`src/rtl/gate_truth_table_sequencer_if.sv`:
```
// Handshake/bus bundle between the truth-table sequencer, the board key/tick
// logic and the gate datapath.
//   i_start, i_step_mode, i_step, i_tick, i_func_sel : board controls
//   i_dut_result                                     : datapath output
//   o_dut_abc, o_dut_en                              : datapath drive
//   o_vec_idx, o_truth_table, o_busy, o_done, o_pass : status / LEDs
// The slave modport is the sequencer; master is the board/datapath side.
interface gate_truth_table_sequencer_if;
    logic       i_start;
    logic       i_step_mode;
    logic       i_step;
    logic       i_tick;
    logic [2:0] i_func_sel;
    logic       i_dut_result;
    logic [2:0] o_dut_abc;
    logic       o_dut_en;
    logic [2:0] o_vec_idx;
    logic [7:0] o_truth_table;
    logic       o_busy;
    logic       o_done;
    logic       o_pass;

    modport master (
        output i_start,
        output i_step_mode,
        output i_step,
        output i_tick,
        output i_func_sel,
        output i_dut_result,
        input  o_dut_abc,
        input  o_dut_en,
        input  o_vec_idx,
        input  o_truth_table,
        input  o_busy,
        input  o_done,
        input  o_pass
    );

    modport slave (
        input  i_start,
        input  i_step_mode,
        input  i_step,
        input  i_tick,
        input  i_func_sel,
        input  i_dut_result,
        output o_dut_abc,
        output o_dut_en,
        output o_vec_idx,
        output o_truth_table,
        output o_busy,
        output o_done,
        output o_pass
    );
endinterface

```
`src/rtl/gate_truth_table_sequencer.sv`:
```
// Sweeps a 3-input gate datapath through all 8 vectors, samples each result
// into an 8-bit truth table and compares it against a golden mask.
// Ports:
//   i_clock : system clock
//   i_reset : synchronous active-low reset
//   bus     : gate_truth_table_sequencer_if.slave (controls, datapath, status)
// Parameters:
//   SETTLE_CYCLES : cycles a vector is held before sampling (>= 1)
//   DWELL_TICKS   : tick pulses per vector in run mode (>= 1)
// Optional: define GATE_SEQ_MISMATCH_STOP_EN to end the sweep at the first
// sampled bit that disagrees with the golden mask.
module gate_truth_table_sequencer #(
    parameter int SETTLE_CYCLES = 4,
    parameter int DWELL_TICKS   = 2
) (
    input  logic                          i_clock,
    input  logic                          i_reset,
    gate_truth_table_sequencer_if.slave   bus
);

    localparam int SW = (SETTLE_CYCLES > 1) ? $clog2(SETTLE_CYCLES) : 1;
    localparam int TW = (DWELL_TICKS > 1) ? $clog2(DWELL_TICKS) : 1;

    typedef enum logic [2:0] {
        S_IDLE,
        S_SETTLE,
        S_SAMPLE,
        S_DWELL,
        S_DONE
    } state_t;

    state_t        r_state;
    logic [SW-1:0] r_settle_cnt;
    logic [TW-1:0] r_tick_cnt;
    logic [2:0]    r_vec_idx;
    logic [2:0]    r_func;
    logic [7:0]    r_truth;
    logic          r_busy;
    logic          r_done;
    logic          r_pass;
    logic          r_start_prev;
    logic          r_step_prev;

    logic          w_start_edge;
    logic          w_step_edge;
    logic          w_tick_last;
    logic          w_advance;
    logic [7:0]    w_golden;

    function automatic logic [7:0] golden_mask(input logic [2:0] f);
        logic [7:0] m;
        case (f)
            3'd0:    m = 8'hC0;
            3'd1:    m = 8'hFC;
            3'd2:    m = 8'h3C;
            3'd3:    m = 8'h3F;
            3'd4:    m = 8'h03;
            3'd5:    m = 8'hE8;
            3'd6:    m = 8'h16;
            default: m = 8'h96;
        endcase
        return m;
    endfunction

    assign w_start_edge = bus.i_start & ~r_start_prev;
    assign w_step_edge  = bus.i_step & ~r_step_prev;
    assign w_tick_last  = (r_tick_cnt == TW'(DWELL_TICKS - 1));
    assign w_golden     = golden_mask(r_func);

    // step_mode is read live so a mode switch mid-dwell acts at once;
    // the tick count is kept across the switch.
    assign w_advance = bus.i_step_mode ? w_step_edge
                                       : (bus.i_tick & w_tick_last);

    always_ff @(posedge i_clock) begin
        if (!i_reset) begin
            r_state      <= S_IDLE;
            r_settle_cnt <= '0;
            r_tick_cnt   <= '0;
            r_vec_idx    <= '0;
            r_func       <= '0;
            r_truth      <= '0;
            r_busy       <= 1'b0;
            r_done       <= 1'b0;
            r_pass       <= 1'b0;
            r_start_prev <= 1'b0;
            r_step_prev  <= 1'b0;
        end else begin
            r_start_prev <= bus.i_start;
            r_step_prev  <= bus.i_step;

            case (r_state)
                S_IDLE, S_DONE: begin
                    if (w_start_edge) begin
                        r_state      <= S_SETTLE;
                        r_settle_cnt <= SW'(SETTLE_CYCLES - 1);
                        r_tick_cnt   <= '0;
                        r_vec_idx    <= '0;
                        r_func       <= bus.i_func_sel;
                        r_truth      <= '0;
                        r_busy       <= 1'b1;
                        r_done       <= 1'b0;
                        r_pass       <= 1'b0;
                    end
                end

                S_SETTLE: begin
                    if (r_settle_cnt == '0) begin
                        r_state <= S_SAMPLE;
                    end else begin
                        r_settle_cnt <= r_settle_cnt - 1'b1;
                    end
                end

                S_SAMPLE: begin
                    r_truth[r_vec_idx] <= bus.i_dut_result;
                    r_tick_cnt         <= '0;
`ifdef GATE_SEQ_MISMATCH_STOP_EN
                    // Early exit: the failing index stays visible on
                    // vec_idx and higher table bits stay clear.
                    if (bus.i_dut_result != w_golden[r_vec_idx]) begin
                        r_state <= S_DONE;
                        r_busy  <= 1'b0;
                        r_done  <= 1'b1;
                        r_pass  <= 1'b0;
                    end else begin
                        r_state <= S_DWELL;
                    end
`else
                    r_state <= S_DWELL;
`endif
                end

                S_DWELL: begin
                    if (w_advance) begin
                        if (r_vec_idx == 3'd7) begin
                            r_state <= S_DONE;
                            r_busy  <= 1'b0;
                            r_done  <= 1'b1;
                            r_pass  <= (r_truth == w_golden);
                        end else begin
                            r_state      <= S_SETTLE;
                            r_vec_idx    <= r_vec_idx + 3'd1;
                            r_settle_cnt <= SW'(SETTLE_CYCLES - 1);
                        end
                    end else if (!bus.i_step_mode && bus.i_tick) begin
                        r_tick_cnt <= r_tick_cnt + 1'b1;
                    end
                end

                default: begin
                    r_state <= S_IDLE;
                    r_busy  <= 1'b0;
                end
            endcase
        end
    end

    assign bus.o_dut_abc     = r_vec_idx;
    assign bus.o_dut_en      = r_busy;
    assign bus.o_vec_idx     = r_vec_idx;
    assign bus.o_truth_table = r_truth;
    assign bus.o_busy        = r_busy;
    assign bus.o_done        = r_done;
    assign bus.o_pass        = r_pass;

endmodule
```
`src/flat_wrapper.sv`:
```
// flat-port wrapper written by rule: the top's interface ports become plain ports
module gate_truth_table_sequencer_flat 
#(
    parameter int SETTLE_CYCLES = 4,
    parameter int DWELL_TICKS   = 2
)
  (i_clock, i_reset, bus_i_start, bus_i_step_mode, bus_i_step, bus_i_tick, bus_i_func_sel, bus_i_dut_result, bus_o_dut_abc, bus_o_dut_en, bus_o_vec_idx, bus_o_truth_table, bus_o_busy, bus_o_done, bus_o_pass);
  gate_truth_table_sequencer_if bus_i ();
  input  logic i_clock;
  input  logic i_reset;
  input wire logic [$bits(bus_i.i_start)-1:0] bus_i_start;
  input wire logic [$bits(bus_i.i_step_mode)-1:0] bus_i_step_mode;
  input wire logic [$bits(bus_i.i_step)-1:0] bus_i_step;
  input wire logic [$bits(bus_i.i_tick)-1:0] bus_i_tick;
  input wire logic [$bits(bus_i.i_func_sel)-1:0] bus_i_func_sel;
  input wire logic [$bits(bus_i.i_dut_result)-1:0] bus_i_dut_result;
  output wire logic [$bits(bus_i.o_dut_abc)-1:0] bus_o_dut_abc;
  output wire logic [$bits(bus_i.o_dut_en)-1:0] bus_o_dut_en;
  output wire logic [$bits(bus_i.o_vec_idx)-1:0] bus_o_vec_idx;
  output wire logic [$bits(bus_i.o_truth_table)-1:0] bus_o_truth_table;
  output wire logic [$bits(bus_i.o_busy)-1:0] bus_o_busy;
  output wire logic [$bits(bus_i.o_done)-1:0] bus_o_done;
  output wire logic [$bits(bus_i.o_pass)-1:0] bus_o_pass;
  assign bus_i.i_start = bus_i_start;
  assign bus_i.i_step_mode = bus_i_step_mode;
  assign bus_i.i_step = bus_i_step;
  assign bus_i.i_tick = bus_i_tick;
  assign bus_i.i_func_sel = bus_i_func_sel;
  assign bus_i.i_dut_result = bus_i_dut_result;
  assign bus_o_dut_abc = bus_i.o_dut_abc;
  assign bus_o_dut_en = bus_i.o_dut_en;
  assign bus_o_vec_idx = bus_i.o_vec_idx;
  assign bus_o_truth_table = bus_i.o_truth_table;
  assign bus_o_busy = bus_i.o_busy;
  assign bus_o_done = bus_i.o_done;
  assign bus_o_pass = bus_i.o_pass;
  gate_truth_table_sequencer #(.SETTLE_CYCLES(SETTLE_CYCLES), .DWELL_TICKS(DWELL_TICKS)) u_core (.i_clock(i_clock), .i_reset(i_reset), .bus(bus_i));
endmodule
```
`config.mk`:
```
export PLATFORM = sky130hd
export DESIGN_NAME = gate_truth_table_sequencer_flat
export DESIGN_NICKNAME = d
export VERILOG_FILES = /design/src/rtl/gate_truth_table_sequencer_if.sv /design/src/rtl/gate_truth_table_sequencer.sv /design/src/flat_wrapper.sv
export SDC_FILE = /design/constraint.sdc
export NUM_CORES = 1
export LEC_CHECK = 0
export CORE_ASPECT_RATIO = 1.1
export CORE_UTILIZATION = 55
export DETAILED_ROUTE_END_ITERATION = 10
export DONT_BUFFER_PORTS = 1
export PLACE_DENSITY_LB_ADDON = 0.08
export SYNTH_ARGS = -nofsm -noshare
export SYNTH_HDL_FRONTEND = slang
export SYNTH_SLANG_ARGS = --single-unit
export TNS_END_PERCENT = 100
```
`constraint.sdc`:
```
create_clock -name i_clock -period 1.5 [get_ports i_clock]
set_input_delay 0 -clock i_clock [delete_from_list [all_inputs] [get_ports i_clock]]
set_output_delay 0 -clock i_clock [all_outputs]
set_load 0.01 [all_outputs]
```
-- Yosys cells after proc, flatten, opt, wreduce, memory -nomap -nowiden
Cells that the tools add are included.
- add/sub/neg operators: 3
- multipliers: 0
- divide/modulo/power cells: 0
- $lt $le $gt $ge: 2
- eq/ne operators: 20
- shift-type cells: 0
- multiplexer cells: 35
- bitwise gates (word level): 6
- reductions and logical operators: 20
- operators with widths (cell ; count):
    $pmux W8 S7 ; 1
    $mux W3 ; 7
    $pmux W8 S2 ; 1
    $reduce_and A4 Y1 ; 4
    $eq A3 B3 Y1 const B ; 5
    $eq A3 B2 Y1 const B ; 4
    $mux W1 ; 12
    $pmux W3 S4 ; 1
    $ne A2 B1 Y1 const B ; 5
    $bwmux W8 ; 1
    $eq A8 B8 Y1 ; 1
    $mux W2 ; 4
    $mux W8 ; 1
    $eq A3 B1 Y1 const B ; 2
    $logic_not A3 Y1 ; 2
    $ne A2 B2 Y1 const B ; 3
    $pmux W1 S3 ; 2
    $pmux W2 S3 ; 1
    $pmux W3 S2 ; 1
    $reduce_bool A3 Y1 ; 2
    $reduce_and A5 Y1 ; 1
    $lt A3 B4 Y1 const B ; 1
    $pmux W1 S2 ; 2
    $reduce_and A2 Y1 ; 2
    13 further kinds ; 20
- register bits: 25
- latch bits: 0
- memory bits (writable): 0
- memory bits (read-only): 0
- bits of input ports: 10
- output and inout port bits: 18
- word-level logic and storage cells: 97
- memories kept: 0

-- Depth between registers and ports, before layout
Gate-level depths: netlist (run 1).
- depth after elaboration: 6
- depth in mapped cells: 7

-- Worst setup path after synthesis (run 1)
Ideal clock, no wire load.
- kind: reg-to-reg
- start point: register u_core.r_vec_idx[0] (netlist: u_core.bus.o_dut_abc[0])
- end point: register u_core.r_vec_idx[1] (netlist: u_core.bus.o_dut_abc[1])
- setup time: 115 ps
- data arrival time: 1403 ps
- slack: -18 ps
- cell stages (with the launch flop): 7
- period minus slack after synthesis: 1518 ps
- cell sequence: dfxtp_1 ha_1 ha_1 nand4b_1 o211ai_1 and2_1 o21a_1
- longest elaborated chain between the ends: 4
- RTL lines (what ; RTL line ; text):
    start: declaration ; gate_truth_table_sequencer.sv:35 ; logic [2:0] r_vec_idx;
    start signal: assignment ; gate_truth_table_sequencer.sv:143 ; r_vec_idx <= r_vec_idx + 3'd1;
    $add A3 B1 Y3 ; gate_truth_table_sequencer.sv:143 ;
    $mux W3 ; gate_truth_table_sequencer.sv:136 ; if (r_vec_idx == 3'd7) begin
    $mux W3 ; gate_truth_table_sequencer.sv:135 ; if (w_advance) begin
    $pmux W3 S2 ; gate_truth_table_sequencer.sv:92 ; case (r_state)
Parallel ways exist; a longest one is shown, timed or not. The select of a mux whose other input is x is not followed.
A chain may end at the register's enable or synchronous reset.

-- Final worst setup path (run 1)
- start point: register u_core.r_settle_cnt[0]
- end point: register u_core.r_settle_cnt[1]
- longest elaborated chain between the ends: 3
- RTL lines (what ; RTL line ; text):
    start: declaration ; gate_truth_table_sequencer.sv:33 ; logic [SW-1:0] r_settle_cnt;
    start signal: assignment ; gate_truth_table_sequencer.sv:96 ; r_settle_cnt <= SW'(SETTLE_CYCLES - 1);
    start signal: assignment ; gate_truth_table_sequencer.sv:111 ; r_settle_cnt <= r_settle_cnt - 1'b1;
    start signal: assignment ; gate_truth_table_sequencer.sv:144 ; r_settle_cnt <= SW'(SETTLE_CYCLES - 1);
    $sub A2 B1 Y2 / $logic_not A2 Y1 (equally long branches) ; gate_truth_table_sequencer.sv:111, gate_truth_table_sequencer.sv:108 ;
    $mux W2 / $ne A2 B2 Y1 (equally long branches) ; - ;
    $pmux W2 S3 / $reduce_and A5 Y1 (equally long branches) ; - ;
Parallel ways exist; a longest one is shown, timed or not. The select of a mux whose other input is x is not followed.

==> results of run 1 <==
-- registers in the layout, indices dropped and copies added (netlist names) --
signal,count
u_core.r_func,3
u_core.bus.o_pass,1
u_core.bus.o_done,1
u_core.bus.o_dut_abc,3
u_core.r_settle_cnt,2
u_core.r_state,3
u_core.r_tick_cnt,1
u_core.bus.o_busy,1
u_core.r_step_prev,1
u_core.bus.o_truth_table,8
u_core.r_start_prev,1
-- cells in the mapped netlist (all sizes together), types with 2 or more instances --
master,number
nand3,5
ha,3
and3,2
and2,5
nand2b,4
a21boi,10
nand4,2
clkbuf,6
nor2,13
a21oi,7
o21ai,12
nand2,25
nor2b,11
a31oi,4
xor2,3
nor3b,2
buf,11
nor3,5
inv,3
dfxtp,25
o211ai,2
o21a,2
nor4b,2
nand3b,3
a22oi,4
-- timing repair --
item                                    in CTS  in global routing
pin swaps                                    3                  6
endpoints found under the setup margin       9                 13
resized for setup                            3                 19
hold endpoints to repair                    25                 23
hold buffers                                 7                  2
buffers inserted                             0                  1
cloned                                       0                  0
-- final cells by class --
type                       count  area, um^2  share of cell area (%)
timing repair buffer          28         236                    13.5
sequential                    25         513                    29.2
multi-input combinational    143         931                    53.0
tap                           31        38.8                    2.21
inverter                       3        11.3                   0.641
clock buffer                   4        26.3                    1.50
-- worst paths after layout --
| kind | start | end | depth (start not counted) |
|---|---|---|---|
| worst max register to register | u_core.r_settle_cnt[0]$_SDFFE_PN0P_ | u_core.r_settle_cnt[1]$_SDFFE_PN0P_ | 6 |
| worst min register to register | u_core.r_settle_cnt[1]$_SDFFE_PN0P_ | u_core.r_settle_cnt[1]$_SDFFE_PN0P_ | 2 |
| worst min-delay path | bus_i_tick | u_core.r_tick_cnt$_SDFFE_PN0P_ | 3 |
| worst max-delay path | u_core.r_settle_cnt[0]$_SDFFE_PN0P_ | u_core.r_settle_cnt[1]$_SDFFE_PN0P_ | 6 |
-- power by group through the flow --
stage,Sequential [mW],Combinational [mW],Clock (mW)
after CTS,0.741,0.410,0.321
after floorplan,0.736,0.292,0
final,0.746,0.456,0.311
after global routing,0.751,0.504,0.349
after global placement,0.754,0.375,0
after detailed placement,0.754,0.387,0
-- cell families after synthesis --
group           Yosys count  synth area share (%)
compound gates           50                  22.4
simple gates             85                  31.1
flops                    25                  34.0
buf+inv                  20                  6.71
fa+ha+maj                 3                  2.55
mux                       2                  1.44
xor+xnor                  3                  1.78
-- metrics by stage --
stage               instance area [um^2]  total power, mW  worst slack (ps)  hold slack [ps]
floorplan                           1480             1.03              17.5              122
global placement                    1560             1.13             -6.63              122
detailed placement                  1560             1.14             -21.6              123
CTS                                 1670             1.47             -10.2             -227
global route                        1760             1.60              -191             31.5
finish                              1760             1.51              -115             30.7
-- worst min-delay path, stage by stage --
cell      delay [ps]
nor4bb_1         120
o21ai_0          150
nor2_1            60
-- metal layers --
layer	up-vias	routed length [um]	track usage, %	share of wire, %
met5	-	0	0	0
met4	0	132	11.2	3.5
met3	15	217	5.69	5.8
met2	50	1850	45.1	49
met1	646	1570	34.0	42
li1	688	-	-	-
==> results.md, run 1 <==
* Initial antenna violation count at 0
* Ranking of synthesized cells by area: dfxtp_1 34%, nand2_1 6.1%, a21boi_0 5.1%
* Unique masters post-synth at 45
* I/O Pins at 28
* Worst-path clk slew at about 140 ps
* GP Congestion at ~0.93
* Final Hold Fails at 0
* Syn Inst Count at roughly 190
* Via-to-Cell Ratio at 5.98
* Asr flop ratio synth at 0%
* Post-synth top flop: dfxtp_1
* Setup Skew at between 3 and 4 ps
* Crit path max-delay family: compound AO/OA/AOI/OAI gates
* Failing checks: negative setup slack
* EDFF count, synth at 0
* Post-Synthesis Cell Area at between 1000 and 1500 um^2
* Critical path startpoint category: register
* Max Freq at around 620 MHz
* Die width at 51.3 um
* Post-DRT Antenna Nets at 0
* Placed Cells at 220
* Die area at 2890 um^2
* Unrepaired setup endpoints after global routing: yes
* Worst-case clock buffer depth at 2
* Seq cells post-synth at 25
* CP max FO at 3
* Worst IR Drop VDD at slightly above 700 uV
* Final setup fails at 2
* Routed wire length at around 3800 um
* DR vias at around 1400
* Yosys warning count at 0
* Initial drt markers at 36
* Routed WL per cell at roughly 16 um
* Max_cap viols at 0
* CP Capture Type: register
* Max Slew Vio Count at 0
* Global route overflow at 0
* Worst path cell trace: inv_1 -> ha_1 -> nor2b_1 -> a211oi_1 -> nand4_1 -> a31oi_1
* Nets at 217
* First-pass GRT wire length at between 6000 and 7000 um
* Filler Cell Count at 228
* Slew at the pin with the worst max-slew slack at 733 ps
* Commonest non-fill, non-tap cells in the layout: 24 x nand2_1, 18 x buf_4, 17 x dfxtp_1
* Row count at 19
* Syn Nets at around 200
* Number of buffers created by CTS at 3
* Area grow syn2layout at 19.3%
* Net Sw Frac at a little under a third
* CP Class: register to register
* Hold WC Path Type: primary input to register
* Layout cells sized above 1 at between 20% and 30%
* Combinational Power Share at between 30% and 40%
* H-Tree Depth at 1
* P_sw at slightly below 0.5 mW
* DP HPWL at about 2600 um
* Drt drc at 0
* Post-synth top area share at between 30% and 40%
* CP Data Required Time at ~1800 ps
* Setup TNS at -195 ps
* CTS tree: yes
* Period utilisation layout at 108%
* Largest area contributor in the netlist: dfxtp_1
* Rel. slew slack at about half
* Antenna Cells at 0
* Non-filler cells, final at 234
* # clock sinks at 25
* Seq/Total Area, Yosys at ~34%
* P_int at between 1 and 1.5 mW
* Final worst path period need at around 1600 ps
* Clock Power Share at 20.6%
* Crit path buf inv count at 1
* Clock Latency Late Sink at roughly 320 ps
* Worst EP arrival at roughly 1900 ps
* Number of global-route vias before repair at approximately 1300
* Max incr delay on CP at around 380 ps
* GRT Util Overall at a little over a quarter
* Reg2Reg Setup Slack at -120 ps
* Port bufs at 0
* Crit-path slowest cell: a211oi_1
* Outcome: complete, but fails checks
* Drt pass-1 iters at 4
* Starting density of the core at between 50 and 60%
* Root buffer cell: clkbuf_4
* Mapped Avg Cell Area at ~7.8 um^2
* PD cells at 862 nW/um^2
* Commonest non-fill, non-tap cell in the layout: nand2_1
* Seq pwr share at roughly 50%
* Core Region at 2520 um^2
* P_leak at 0.684 nW
* Worst Setup Slack, final at -115 ps
* Largest net degree at the start of global routing at 27
* Height of the die at ~56 um
* Final core utilization at between 60% and 70%
(Power assumes the default switching activity.)
==> run 2: changes to the inputs <==
--- a/config.mk
+++ b/config.mk
@@ -7,6 +7,7 @@
 export LEC_CHECK = 0
 export CORE_ASPECT_RATIO = 1.1
 export CORE_UTILIZATION = 55
+export CTS_BUF_LIST = sky130_fd_sc_hd__clkbuf_8
 export DETAILED_ROUTE_END_ITERATION = 10
 export DONT_BUFFER_PORTS = 1
 export PLACE_DENSITY_LB_ADDON = 0.08
==> results.md, run 2 (synthesis gave the netlist of run 1 again) <==
* Worst R2R End: u_core.bus.o_pass$_SDFFE_PN0P_
* P_int at about 1.1 mW
* Net Sw Frac at between 30% and 40%
* Final worst path period need at approximately 1500 ps
* Number of buffers created by CTS at 3
* Dpl cell area at approximately 1600 um^2
* Unrepaired setup endpoints after global routing: yes
* Outcome: complete, but fails checks
* Final Hold Fails at 1
* Worst IR Drop VDD at 745 uV
* Final instance area at around 1800 um^2
* I/O Pins at 28
* Layout cells sized above 1 at 24.0%
* Worst Setup EP: u_core.bus.o_pass$_SDFFE_PN0P_
* Nets at between 200 and 250
* CP Data Required Time at approximately 1700 ps
* Number of global-route vias before repair at around 1300
* Hold_sp: bus_i_step_mode
* PD cells at just under 900 nW/um^2
* Critical path launch point: u_core.bus.o_dut_abc[0]$_SDFFE_PN0P_
* DR vias at 1396
* Max Slew Vio Count at 0
* Rel. slew slack at 49.0%
* Routed WL per cell at ~16 um
* Clock Power Share at roughly a quarter
* Slew at the pin with the worst max-slew slack at between 700 and 800 ps
* Post-DRT Antenna Nets at 0
* Hold WS at -25.4 ps
* Total power at about 1.6 mW
* P_leak at 0.705 nW
* GRT Util Overall at between 20% and 30%
* Combinational Power Share at between 20 and 30%
* CTS tree: yes
* Pre-CTS setup slack at -21.6 ps
* Row count at 19
* Starting density of the core at roughly three fifths
* Height of the die at roughly 56 um
* Failing checks: negative hold slack
* H-Tree Depth at 1
* Max reg flops at 8
* Initial drt markers at 43
* CP max FO at 3
* Clock Latency Late Sink at 270 ps
* Seq pwr share at 46.2%
* Worst EP arrival at around 1700 ps
* Setup Skew at between 9 and 10 ps
* Drt pass-1 iters at 4
* Port bufs at 0
* Commonest non-fill, non-tap cells in the layout: 24 x nand2_1, 19 x buf_4, 19 x dfxtp_1
* Reg2Reg Setup Slack at 20 ps
* Routed wire length at around 3800 um
* Final setup fails at 0
* Via-to-Cell Ratio at between 5 and 6
* Initial antenna violation count at 0
* Period utilisation layout at between 90% and 100%
* Global route overflow at 0
* Area grow syn2layout at 22.5%
* Drt drc at 0
* Worst-case clock buffer depth at 2
* Final core utilization at approximately 70%
* Critical path startpoint category: register
* # clock sinks at 25
* Reg2Reg Depth at 6
* Hold WC Path Type: primary input to register
* Die area at between 2000 and 3000 um^2
* Worst-path clk slew at about 90 ps
* CP Capture Type: register
* Worst Setup Slack, final at about 23 ps
* Max_cap viols at 0
* Commonest non-fill, non-tap cell in the layout: nand2_1
* Max Freq at between 600 and 700 MHz
* Core Region at approximately 2500 um^2
* DP HPWL at approximately 2600 um
* Die width at 51.3 um
* GP Congestion at approximately 0.93
* Antenna Cells at 0
* First-pass GRT wire length at slightly below 6000 um
* CP Class: register to register
* P_sw at 0.493 mW
* R2R Path Start: u_core.bus.o_dut_abc[0]$_SDFFE_PN0P_
* Setup TNS at 0 ps
* Root buffer cell: clkbuf_8
* Largest net degree at the start of global routing at 27
[run 2: cell count changes in the layout (fill, tap and decap cells not counted), moves of 2 or more]
cell      before  now
a22oi_1        4    2
a22oi_2        0    2
clkbuf_4       3    0
clkbuf_8       0    3
dfxtp_1       17   19
dfxtp_2        7    4
o21ai_2        0    2
[run 2: power groups by stage]
stage / logic [mW] / registers [mW] / clock network (mW)
3_5_place_dp: 0.387 / 0.754 / 0
4_1_cts: 0.409 / 0.740 / 0.410
5_1_grt: 0.522 / 0.751 / 0.432
6_report: 0.471 / 0.746 / 0.398
2_1_floorplan: 0.292 / 0.736 / 0
3_3_place_gp: 0.375 / 0.754 / 0
[run 2: layout make-up]
class,instances,area (um^2)
clock buffer,3,41.3
multi-input combinational,143,951
timing repair buffer,29,245
inverter,3,11.3
fill,218,716
clock inverter,1,3.75
tap,31,38.8
sequential,25,513
[run 2: worst min-delay path by stage]
stage                                                      end  slack [ps]  cells past startpoint
after floorplan                 u_core.r_start_prev$_SDFF_PN0_         120                      1
after global placement    u_core.bus.o_dut_abc[2]$_SDFFE_PN0P_         120                      1
after detailed placement  u_core.bus.o_dut_abc[2]$_SDFFE_PN0P_         120                      1
after CTS                  u_core.r_settle_cnt[0]$_SDFFE_PN0P_        -160                      2
after global routing            u_core.r_tick_cnt$_SDFFE_PN0P_           3                      3
final                           u_core.r_tick_cnt$_SDFFE_PN0P_         -30                      3
[run 2: layer usage]
layer | part of all wire, % | global-route usage [%]
met3 | 6.6 | 5.69
met4 | 1.7 | 10.0
met1 | 42 | 33.1
met5 | 0 | 0
met2 | 49 | 45.5
[run 2: stage by stage]
step | hold slack (ps) | std cells
floorplan | 122 | 188
global placement | 122 | 220
detailed placement | 123 | 220
CTS | -164 | 231
global route | 3.24 | 235
finish | -25.4 | 235
[run 2: worst max-delay path, cell delays in order (launching register included)]
cell and delay (ps):
dfxtp_2 360, ha_4 140, ha_4 130, nand4b_1 120, a21oi_1 240, nand4_1 120
o31ai_1 270
[run 2: repair_timing]
action / CTS / global route
pin swaps: 2 / 6
setup endpoints to repair: 5 / 13
buffers inserted: 0 / 3
hold buffers: 7 / 1
endpoints found under the hold margin: 25 / 23
gates resized for setup: 3 / 26
